===== src/rtl/c_gate_bus_split_v4_0.sv =====
// Round-robin bus splitter: each accepted input word goes to the lane at the
// pointer, XORed with that lane's inversion mask, and is held there until the
// lane consumer acknowledges it. A full lane at the pointer stalls the stream.

// One output lane: a one-word holding register plus its valid flag.
module c_gate_bus_split_v4_0_lane #(
    parameter int                 W    = 16,
    parameter logic [W-1:0]       MASK = '0,
    parameter logic [W-1:0]       INIT = '0
) (
    input  logic         clk,
    input  logic         rst,
    input  logic         clr,
    input  logic         ce,
    input  logic         load,
    input  logic         ack,
    input  logic [W-1:0] d,
    output logic [W-1:0] q,
    output logic         v
);
    // Written as expressions rather than if/else so an X on load/ack reaches
    // q and v instead of silently taking one branch.
    always_ff @(posedge clk or posedge rst) begin
        if (rst) begin
            q <= INIT;
            v <= 1'b0;
        end else if (clr) begin
            q <= INIT;
            v <= 1'b0;
        end else if (ce) begin
            v <= load | (v & ~ack);
            q <= load ? (d ^ MASK) : q;
        end
    end
endmodule

module c_gate_bus_split_v4_0 #(
    parameter int                     C_WIDTH             = 16,
    parameter int                     C_OUTPUTS           = 4,
    parameter logic [8*C_WIDTH-1:0]   C_OUTPUT_A_INV_MASK = "",
    parameter logic [8*C_WIDTH-1:0]   C_OUTPUT_B_INV_MASK = "",
    parameter logic [8*C_WIDTH-1:0]   C_OUTPUT_C_INV_MASK = "",
    parameter logic [8*C_WIDTH-1:0]   C_OUTPUT_D_INV_MASK = "",
    parameter logic [8*C_WIDTH-1:0]   C_AINIT_VAL         = "",
    parameter int                     C_HAS_CE            = 0,
    parameter int                     C_HAS_SCLR          = 0,
    parameter int                     C_SYNC_ENABLE       = 0
) (
    input  logic               CLK,
    input  logic               ACLR,
    input  logic               CE,
    input  logic               SCLR,
    input  logic [C_WIDTH-1:0] D,
    input  logic               ND,
    output logic               RFD,
    output logic [C_WIDTH-1:0] QA,
    output logic [C_WIDTH-1:0] QB,
    output logic [C_WIDTH-1:0] QC,
    output logic [C_WIDTH-1:0] QD,
    output logic               VA,
    output logic               VB,
    output logic               VC,
    output logic               VD,
    input  logic               ACKA,
    input  logic               ACKB,
    input  logic               ACKC,
    input  logic               ACKD,
    output logic [1:0]         LANE
);
    localparam int NUM_LANES = 4;

    // Strings are packed MSB-first, so byte b of the literal is result bit b.
    function automatic logic [C_WIDTH-1:0] parse_bits(input logic [8*C_WIDTH-1:0] s);
        logic [C_WIDTH-1:0] r;
        r = '0;
        for (int b = 0; b < C_WIDTH; b++) r[b] = (s[8*b +: 8] == 8'h31);
        return r;
    endfunction

    // Only '0', '1' and NUL (short or empty string) are legal characters.
    function automatic bit str_ok(input logic [8*C_WIDTH-1:0] s);
        bit ok;
        ok = 1'b1;
        for (int b = 0; b < C_WIDTH; b++)
            if (!(s[8*b +: 8] inside {8'h00, 8'h30, 8'h31})) ok = 1'b0;
        return ok;
    endfunction

    if (!(str_ok(C_OUTPUT_A_INV_MASK) && str_ok(C_OUTPUT_B_INV_MASK) &&
          str_ok(C_OUTPUT_C_INV_MASK) && str_ok(C_OUTPUT_D_INV_MASK) &&
          str_ok(C_AINIT_VAL))) begin : g_bad_str
        $fatal(1, "c_gate_bus_split_v4_0: illegal character in mask/init string");
    end
    if (C_OUTPUTS < 2 || C_OUTPUTS > NUM_LANES) begin : g_bad_outputs
        $fatal(1, "c_gate_bus_split_v4_0: C_OUTPUTS must be 2..4");
    end

    localparam logic [NUM_LANES-1:0][C_WIDTH-1:0] MASKS = {
        parse_bits(C_OUTPUT_D_INV_MASK), parse_bits(C_OUTPUT_C_INV_MASK),
        parse_bits(C_OUTPUT_B_INV_MASK), parse_bits(C_OUTPUT_A_INV_MASK)};
    localparam logic [C_WIDTH-1:0] INIT = parse_bits(C_AINIT_VAL);
    localparam logic [1:0]         LAST = 2'(C_OUTPUTS - 1);

    logic                              ce, clr, accept;
    logic [1:0]                        ptr;
    logic [NUM_LANES-1:0]              ack, v, load;
    logic [NUM_LANES-1:0][C_WIDTH-1:0] q;
    logic                              unused_ok;

    assign ce  = (C_HAS_CE != 0)   ? CE   : 1'b1;
    // Without sync enable the clear overrides CE; with it, CE gates the clear.
    assign clr = ((C_HAS_SCLR != 0) ? SCLR : 1'b0) & ((C_SYNC_ENABLE != 0) ? ce : 1'b1);
    assign ack = {ACKD, ACKC, ACKB, ACKA};
    assign unused_ok = ^{CE, SCLR, ack};

    // Ack at the pointer frees the lane in the same cycle, so RFD follows ACK combinationally.
    assign RFD    = ce & (~v[ptr] | ack[ptr]);
    assign accept = ND & RFD;
    assign LANE   = ptr;

    // Round-robin pointer: advances only on an accepted word.
    always_ff @(posedge CLK or posedge ACLR) begin
        if (ACLR)                 ptr <= 2'd0;
        else if (clr)             ptr <= 2'd0;
        else if (accept)          ptr <= (ptr == LAST) ? 2'd0 : ptr + 2'd1;
    end

    for (genvar k = 0; k < NUM_LANES; k++) begin : g_lane
        if (k < C_OUTPUTS) begin : g_act
            assign load[k] = accept & (ptr == 2'(k));
            c_gate_bus_split_v4_0_lane #(
                .W(C_WIDTH), .MASK(MASKS[k]), .INIT(INIT)
            ) u_lane (
                .clk(CLK), .rst(ACLR), .clr(clr), .ce(ce),
                .load(load[k]), .ack(ack[k]), .d(D),
                .q(q[k]), .v(v[k])
            );
        end else begin : g_unused
            // Unused lanes never load and ignore acks.
            assign load[k] = 1'b0;
            assign q[k]    = INIT;
            assign v[k]    = 1'b0;
        end
    end

    assign {QD, QC, QB, QA} = q;
    assign {VD, VC, VB, VA} = v;
endmodule


===== config.mk =====
export PLATFORM = sky130hd
export DESIGN_NAME = c_gate_bus_split_v4_0
export DESIGN_NICKNAME = d
export VERILOG_FILES = /design/src/rtl/c_gate_bus_split_v4_0.sv
export SDC_FILE = /design/constraint.sdc
export NUM_CORES = 1
export LEC_CHECK = 0
export CORE_AREA = 2 2 124 66
export DETAILED_ROUTE_END_ITERATION = 7
export DIE_AREA = 0 0 126 68
export GPL_ROUTABILITY_DRIVEN = 1
export GPL_TIMING_DRIVEN = 0
export HOLD_SLACK_MARGIN = 0.1
export PLACE_DENSITY = 0.81
export SYNTH_ARGS = -nofsm -noshare
export SYNTH_HDL_FRONTEND = slang
export SYNTH_SLANG_ARGS = --single-unit

===== constraint.sdc =====
create_clock -name CLK -period 4.65 [get_ports CLK]
set_input_delay 1.1625 -clock CLK [delete_from_list [all_inputs] [get_ports CLK]]
set_output_delay 1.1625 -clock CLK [all_outputs]
set_load 0.005 [all_outputs]

Word level (Yosys, flattened, before mapping)
Cells that the tools add are included. W data, S select, Z words.

Register bits: 70. Input bits: 25. Output and inout port bits: 71. Logic and storage cells: 39.

Add/subtract/negate cells: 1. Order comparisons: 1. Equal/unequal tests: 3. Muxes and demuxes: 5. Bitwise gates (word level): 19. Reductions and logical operators: 1.

Operators by type and width (number): $and A1 B1 Y1 (9); $not A1 Y1 (5); $or A1 B1 Y1 (5); $bmux W1 S2 (2); $eq A2 B2 Y1 const B (2); $lt A2 B3 Y1 const B (1); $add A2 B1 Y2 const B (1); $eq A2 B1 Y1 const B (1); $logic_not A2 Y1 (1); $mux W1 (2); $mux W2 (1).

Depth between registers and ports, before layout
Gate-level depths: netlist of the first run.

Depth in word-level cells: 7. Mapped depth: 7. Gate-level depth less buffers: 4.

By module
From an unflattened synthesis of the first run, not the netlist that was laid out.

Cell total of the unflattened synthesis: 357. Area, all modules: 3932.5 µm².

By module, submodules not included: c_gate_bus_split_v4_0_lane (instances 4, cells each 80, area each 909.6 µm², seq. area each 425.4 µm²); c_gate_bus_split_v4_0 (instances 1, cells each 37, area each 294.0 µm², seq. area each 50.0 µm²).

Least setup slack after synthesis of the first run
OpenSTA, ideal clock, no wires.

Path type: input to output. Start: in ACKC. End: out RFD. Data arrival time: 1.898 ns. Required time: 3.488 ns. Slack: 1.590 ns. Stages: 3. Cell sequence: nand2b_1 mux4_2 buf_6.

Word-level cells in the longest chain between the ends: 3.

RTL lines: from (decl) (RTL line 66) `input logic ACKC,`; $bmux W1 S2 (RTL line 117) `assign RFD = ce & (~v[ptr] | ack[ptr]);`; $mux W1 (not written as such) (RTL line 117); $or A1 B1 Y1 (RTL line 117); to (decl) (RTL line 55) `output logic RFD,`.

Every way passes these cells. The select of a mux whose other input is x is not followed.

Worst setup path after layout of the first run
Start: in ACKB. End: out RFD.

Word-level cells in the longest chain between the ends: 3.

RTL lines: from (decl) (RTL line 65) `input logic ACKB,`; $bmux W1 S2 (RTL line 117); $mux W1 (not written as such) (RTL line 117); $or A1 B1 Y1 (RTL line 117).

Every way passes these cells. The select of a mux whose other input is x is not followed.

==> results by group, run 1 <==
Worst setup path
  – Cells along the critical path: clkdlybuf4s50_1 -> nand2b_1 -> mux4_2 -> buf_6 -> clkdlybuf4s50_1
  – Longest individual stage delay on the worst path: 460 ps
  – Buf+Inv Stages, Crit Path: 3
  – Class of the most critical setup path: input pin to primary output
  – Capturing element type of the critical path: primary output
  – Required @ worst endpoint: 3490 ps
  – Crit path max-delay family: buffers and inverters
  – Largest driver fanout on the critical path: 10
  – Most common cell type on the critical path: sky130_fd_sc_hd__clkdlybuf4s50_1
  – Crit path arrival time: 2790 ps
  – Critical path's slowest cell: sky130_fd_sc_hd__mux4_2
  – Nature of the critical path startpoint: input pin

Pwr
  – Leakage: 1.85 nW
  – Peak VDD IR: 0.356 mV
  – Power per Cell Area: 754 mW/mm²

Global route
  – First-pass GRT wire length: 9870 µm
  – Vias in the first global route: 1773
  – Initial antenna violation count: 0
  – GRT overflow: 0
  – Global-route usage over all layers: 15.9%
  – Maximum number of pins on one net before global-route repair: 71

Clocking
  – Clock tree from TritonCTS: built
  – Post-CTS sizing: 0
  – CTS Hold Buffers Added: 0
  – Clk Tree Root Cell: sky130_fd_sc_hd__clkbuf_16
  – Total clock buffers created by CTS: 9
  – Clock insertion delay at the later pin of the skew report: 330 ps
  – Largest buffer count on any clock path: 2
  – Clk slew on worst S/H paths: 50 ps
  – Maximum level of the CTS H-tree: 3
  – Num Clock Sinks: 70
  – Count of buffers added by post-CTS timing repair for setup: 0

Synthesis
  – Syn. warnings: 0
  – Area share of the largest cell type after synthesis: 61.7%
  – Number of flip-flops and latches in the synthesized netlist: 70
  – Mean area per synthesized cell: 16.7 µm²
  – Number of standard cells after synthesis: 170
  – Sequential cell area fraction in the yosys report: 61.7%
  – Post-synth top area cell: sky130_fd_sc_hd__dfrtp_1
  – Cell area after technology mapping: 0.00284 mm²
  – Count of different cell masters after synthesis: 18
  – Net count after synthesis: 199
  – Leading cell types by total area after synthesis: sky130_fd_sc_hd__dfrtp_1, sky130_fd_sc_hd__mux2_1, sky130_fd_sc_hd__mux2_4, sky130_fd_sc_hd__mux2_2, sky130_fd_sc_hd__buf_6

Layout
  – Design Area, Final: 0.00422 mm²
  – Total number of nets in the final design: 302
  – Count of filler cells inserted in the layout: 628
  – Area occupied by registers: 0.00175 mm²
  – Fraction of layout cells with a size suffix above 1: 24.1%
  – Final core area utilization: 55.6%
  – Multi-input logic area: 0.00100 mm²
  – Area growth from synthesis to layout: 48.8%
  – Antenna diodes: 0

Timing
  – Final hold violations: 0
  – Total Negative Setup Slacks: 0 ps
  – Crit share post-route: 85.0%
  – Rel. slew slack: 41.6%
  – Peak clock frequency supported by timing: 253 MHz
  – Slew Viols, Final: 0
  – Unrepaired setup endpoints after global routing: no
  – Period minus WS final: 3950 ps
  – Setup violation total in the final timing report: 0
  – Maximum clock skew at final layout: 6.01 ps
  – Transition time at the pin with the least slew margin: 876 ps

Route
  – DR WL met2: 2610 µm
  – WL final: 6450 µm
  – Uppermost signal routing layer after detailed routing: met4
  – Met3 wirelength from detailed routing: 493 µm
  – Antenna-violating nets left: 0
  – Total via count after detailed routing: 1757
  – Detailed-route DRC error count: 0
  – Vias/cell: 4.65
  – Mean routed wirelength per cell: 17.1 µm
  – First-iteration detailed-routing DRC count: 47
  – Drt first pass iters: 2
  – Routed length on met1: 3290 µm

Floorplan
  – Horizontal die dimension: 126 µm
  – Placement row count: 23
  – Initial Util: 37.4%
  – Die footprint: 0.00857 mm²
  – I/O pins: 96
  – Standard cell core area: 0.00760 mm²
  – Overall die height: 68 µm

Placed design
  – Post-detail-place hpwl: 4450 µm
  – Final GP Congestion: 0.657
  – Quantity of I/O buffers inserted on ports: 92
  – Standard cell area after detailed placement: 0.00389 mm²

Outcome
  – Result of the run: finished clean

Hold path
  – Kind of path behind the tightest hold check: flop to flop

Job
  – Number of max-cap violations: 0
## routing by layer
metal,vias up,global-route usage (%)
li1,798,-
met4,0,5.36
met3,8,7.27
met1,895,22.3
met2,56,21.5
met5,-,0
## synthesized netlist by cell type
library cell and count:
sky130_fd_sc_hd__ha_1 4, sky130_fd_sc_hd__mux2_1 28, sky130_fd_sc_hd__nand2b_1 3, sky130_fd_sc_hd__dfrtp_1 70, sky130_fd_sc_hd__inv_2 1, sky130_fd_sc_hd__buf_2 2
sky130_fd_sc_hd__mux2_2 18, sky130_fd_sc_hd__inv_1 2, sky130_fd_sc_hd__nand2_1 5, sky130_fd_sc_hd__nand2b_4 1, sky130_fd_sc_hd__buf_4 1, sky130_fd_sc_hd__mux2_4 20
sky130_fd_sc_hd__nor2_1 1, sky130_fd_sc_hd__and3_1 2, sky130_fd_sc_hd__nand3_1 4, sky130_fd_sc_hd__and3_4 2, sky130_fd_sc_hd__buf_6 5, sky130_fd_sc_hd__mux4_2 1
## registers in the layout (all words and copies together) (netlist names)
signal                 cells
g_lane.g_act.u_lane.q     64
LANE                       2
g_lane.g_act.u_lane.v      4
## layout by cell type (no fill, tap or decap), types with 3 or more instances in the layout
cell and instances:
sky130_fd_sc_hd__nand3_1 4, sky130_fd_sc_hd__mux2_2 18, sky130_fd_sc_hd__mux2_4 20, sky130_fd_sc_hd__ha_1 4, sky130_fd_sc_hd__dfrtp_1 70, sky130_fd_sc_hd__clkbuf_16 9, sky130_fd_sc_hd__mux2_1 28, sky130_fd_sc_hd__clkdlybuf4s50_1 92
sky130_fd_sc_hd__nand2_1 5, sky130_fd_sc_hd__nand2b_1 3, sky130_fd_sc_hd__clkbuf_8 3, sky130_fd_sc_hd__buf_6 5
## report_power, final
part	internal [mW]	leakage [nW]	switching, mW	total (mW)
Clock	0.513	0.166	0.247	0.759
Combinational	0.911	0.850	0.406	1.32
Sequential	0.925	0.835	0.183	1.11
Total	2.35	1.85	0.836	3.18
## kinds of logic (layout without fill, tap and decap cells)
logic type / Yosys count / in the layout / synth area share [%]
flops: 70 / 70 / 61.7
buf+inv: 11 / 119 / 3.00
mux: 67 / 67 / 29.6
simple gates: 18 / 18 / 3.88
fa+ha+maj: 4 / 4 / 1.76
## final cells by class
cell class,count,share of cell area (%)
plain buffers,8,1.75
clock buffers,13,6.40
clock inverters,3,1.54
inverters,3,0.326
multi-input cells,89,23.7
flip-flops and latches,70,41.5
well taps,100,2.96
repair buffers,92,21.8
## per-stage QoR
| step | hold slack, ps | cells | power (mW) | worst slack [ps] |
|---|---|---|---|---|
| 6_report | 482 | 378 | 3.18 | 698 |
| 5_1_grt | 502 | 378 | 3.38 | 660 |
| 4_1_cts | 488 | 378 | 3.23 | 690 |
| 3_5_place_dp | 475 | 362 | 2.44 | 702 |
| 3_3_place_gp | 468 | 362 | 2.41 | 554 |
| 2_1_floorplan | 483 | 170 | 1.65 | 1590 |
## path summary, 6_finish.rpt
| check | start | to | slack (ps) | cells past startpoint |
|---|---|---|---|---|
| max in group asynchronous | ACLR | g_lane[2].g_act.u_lane.v | 2700 | 2 |
| min in group asynchronous | ACLR | g_lane[0].g_act.u_lane.q[2] | 1360 | 2 |
| hold / removal | g_lane[2].g_act.u_lane.q[15] | g_lane[2].g_act.u_lane.q[15] | 480 | 1 |
| hold reg to reg | g_lane[2].g_act.u_lane.q[15] | g_lane[2].g_act.u_lane.q[15] | 480 | 1 |
| setup / recovery | ACKB | RFD | 700 | 5 |
| setup reg to reg | LANE[1] | g_lane[0].g_act.u_lane.q[8] | 2450 | 6 |
Note: power is estimated with default switching activity, not from simulation.
==> run 2: changes to the inputs <==
--- a/config.mk
+++ b/config.mk
@@ -11,7 +11,7 @@
 export GPL_ROUTABILITY_DRIVEN = 1
 export GPL_TIMING_DRIVEN = 0
 export HOLD_SLACK_MARGIN = 0.1
-export PLACE_DENSITY = 0.81
+export PLACE_DENSITY = 0.84
 export SYNTH_ARGS = -nofsm -noshare
 export SYNTH_HDL_FRONTEND = slang
 export SYNTH_SLANG_ARGS = --single-unit
==> constraint.sdc (replaced) <==
create_clock -name CLK -period 3.5 [get_ports CLK]
set_input_delay 0.875 -clock CLK [delete_from_list [all_inputs] [get_ports CLK]]
set_output_delay 0.875 -clock CLK [all_outputs]
set_load 0.005 [all_outputs]
==> run 2 against run 1 <==
Worst setup slack got worse by 590 ps; critical path type unchanged; clock skew fell by 2.7 ps; sequential cell count stayed put; largest cell class unchanged.
==> results by group, run 2 (synthesized netlist as in run 1, its figures left out) <==
Timing
  – Slew Viols, Final: 0
  – Crit share post-route: 97.0%
  – Rel. slew slack: 42.7%
  – Period minus WS final: 3400 ps
  – Setup violation total in the final timing report: 0
  – Setup ws final: 104 ps
  – Transition time at the pin with the least slew margin: 859 ps
  – Peak clock frequency supported by timing: 295 MHz
  – Unrepaired setup endpoints after global routing: no
  – Hold Worst Slack: 485 ps
  – Final hold violations: 0
  – Maximum clock skew at final layout: 3.32 ps

Global route
  – Initial antenna violation count: 0
  – GRT overflow: 0
  – First-pass GRT wire length: 9840 µm
  – Maximum number of pins on one net before global-route repair: 71
  – Vias in the first global route: 1808
  – Global-route usage over all layers: 15.6%

Pwr
  – Power per Cell Area: 994 mW/mm²
  – Internal power: 3.08 mW
  – Share of power burned in registers: 35.3%
  – Switching part of the total: 26.2%
  – Peak VDD IR: 0.387 mV
  – Leakage: 1.83 nW
  – Switching power summed over all nets: 1.09 mW
  – Relative contribution of combinational cells to total power: 41.8%
  – Relative contribution of the clock network to total power: 22.9%

Placed design
  – Final GP Congestion: 0.735
  – Pre-CTS WS: 110 ps
  – Quantity of I/O buffers inserted on ports: 92
  – Post-detail-place hpwl: 4530 µm

Route
  – First-iteration detailed-routing DRC count: 64
  – Drt first pass iters: 3
  – Antenna-violating nets left: 0
  – Total via count after detailed routing: 1742
  – Mean routed wirelength per cell: 16.6 µm
  – WL final: 6270 µm
  – Vias/cell: 4.61
  – Detailed-route DRC error count: 0

Clocking
  – Clock insertion delay at the later pin of the skew report: 320 ps
  – Largest buffer count on any clock path: 2
  – Clk slew on worst S/H paths: 50 ps
  – Total clock buffers created by CTS: 9
  – Clk Tree Root Cell: sky130_fd_sc_hd__clkbuf_16
  – Maximum level of the CTS H-tree: 3
  – Num Clock Sinks: 70
  – Count of buffers added by post-CTS timing repair for setup: 0
  – Clock tree from TritonCTS: built
  – CTS Hold Buffers Added: 0
  – Post-CTS sizing: 0

Hold path
  – Number of cells traversed by the worst hold path: 1
  – Kind of path behind the tightest hold check: flop to flop
  – Beginning of the worst hold path: g_lane[1].g_act.u_lane.q[1]
  – Sink of the worst hold path: g_lane[1].g_act.u_lane.q[1]

Worst setup path
  – Crit path max-delay family: buffers and inverters
  – Required @ worst endpoint: 2620 ps
  – Destination of the worst register-to-register timing path: g_lane[0].g_act.u_lane.q[6]
  – Crit path arrival time: 2520 ps
  – Most common cell type on the critical path: sky130_fd_sc_hd__clkdlybuf4s50_1
  – Largest driver fanout on the critical path: 10
  – Worst-case reg-to-reg path depth: 6
  – Setup slack, reg-to-reg: 1320 ps
  – Class of the most critical setup path: input pin to primary output
  – Critical path's slowest cell: sky130_fd_sc_hd__mux4_2
  – Capturing element type of the critical path: primary output
  – Buf+Inv Stages, Crit Path: 3
  – Critical register-to-register path startpoint: LANE[1]
  – Cells along the critical path: clkdlybuf4s50_1 -> nand2b_1 -> mux4_2 -> buf_6 -> clkdlybuf4s50_1
  – Longest individual stage delay on the worst path: 470 ps
  – Nature of the critical path startpoint: input pin

Outcome
  – Result of the run: finished clean

Floorplan
  – Initial Util: 37.4%
  – I/O pins: 96
  – Die footprint: 0.00857 mm²
  – Placement row count: 23
  – Overall die height: 68 µm
  – Horizontal die dimension: 126 µm
  – Standard cell core area: 0.00760 mm²

Layout
  – Leading cell type in the layout, fill and taps excluded: sky130_fd_sc_hd__clkdlybuf4s50_1
  – Total number of nets in the final design: 302
  – Flip-flop count of the largest register after layout: 64
  – Count of filler cells inserted in the layout: 647
  – Antenna diodes: 0
  – Fraction of layout cells with a size suffix above 1: 23.4%
  – Register bank with the most flops: g_lane.g_act.u_lane.q
  – Highest-count cells in the layout ignoring fill and taps: sky130_fd_sc_hd__clkdlybuf4s50_1, sky130_fd_sc_hd__dfrtp_1, sky130_fd_sc_hd__mux2_1
  – Final core area utilization: 55.3%
  – Area growth from synthesis to layout: 48.1%

Job
  – Number of max-cap violations: 0
[run 2: cell types whose count changed in the layout (fill, tap and decap cells not counted), sizes merged]
cell      previous run  this run
clkinv               1         0
clkinvlp             0         1
[run 2: final cells by class]
cell class,count,area [µm²],share of cell area [%]
Inverter,3,13.8,0.327
Tap cell,100,125,2.98
Sequential cell,70,1750,41.7
Clock buffer,13,250,5.95
Timing Repair Buffer,92,921,21.9
Multi-Input combinational cell,89,1000,23.8
Buffer,8,73.8,1.76
Clock inverter,3,67.6,1.61
[run 2: worst register-to-register path: stages, from the launching register on]
cell                      delay (ps)
sky130_fd_sc_hd__dfrtp_1         440
sky130_fd_sc_hd__inv_2           110
sky130_fd_sc_hd__mux4_2          500
sky130_fd_sc_hd__buf_6           150
sky130_fd_sc_hd__nand3_1         220
sky130_fd_sc_hd__buf_4           270
sky130_fd_sc_hd__mux2_2          360
[run 2: worst max path at each step]
stage,start,end,slack (ps),cells after the start
global placement,ACLR,g_lane[0].g_act.u_lane.q[8],-270,2
global route,ACKC,RFD,70,5
CTS,ACKC,RFD,100,5
detailed placement,ACKC,RFD,110,5
finish,ACKC,RFD,100,5
floorplan,ACLR,LANE[0],860,1
[run 2: layer usage]
layer / track usage [%] / wire length [µm]
met1: 22.7 / 3290
met2: 20.9 / 2570
met3: 6.33 / 343
met4: 5.36 / 63
met5: 0 / 0
[run 2: stage by stage]
stage               setup TNS, ps  power, mW  cells  instance area (µm²)
global route                    0       4.45    378                 4200
finish                          0       4.18    378                 4200
global placement           -18340       3.19    362                 3880
CTS                             0       4.25    378                 4200
detailed placement              0       3.26    362                 3890
floorplan                       0       2.20    170                 2840
[run 2: power by group through the flow]
stage                     registers, mW  logic (mW)  clock network [mW]
final                              1.48        1.75               0.956
after floorplan                    1.48       0.714                   0
after global routing               1.53        1.89                1.02
after global placement             1.47        1.72                   0
after CTS                          1.48        1.78               0.982
after detailed placement           1.48        1.77                   0
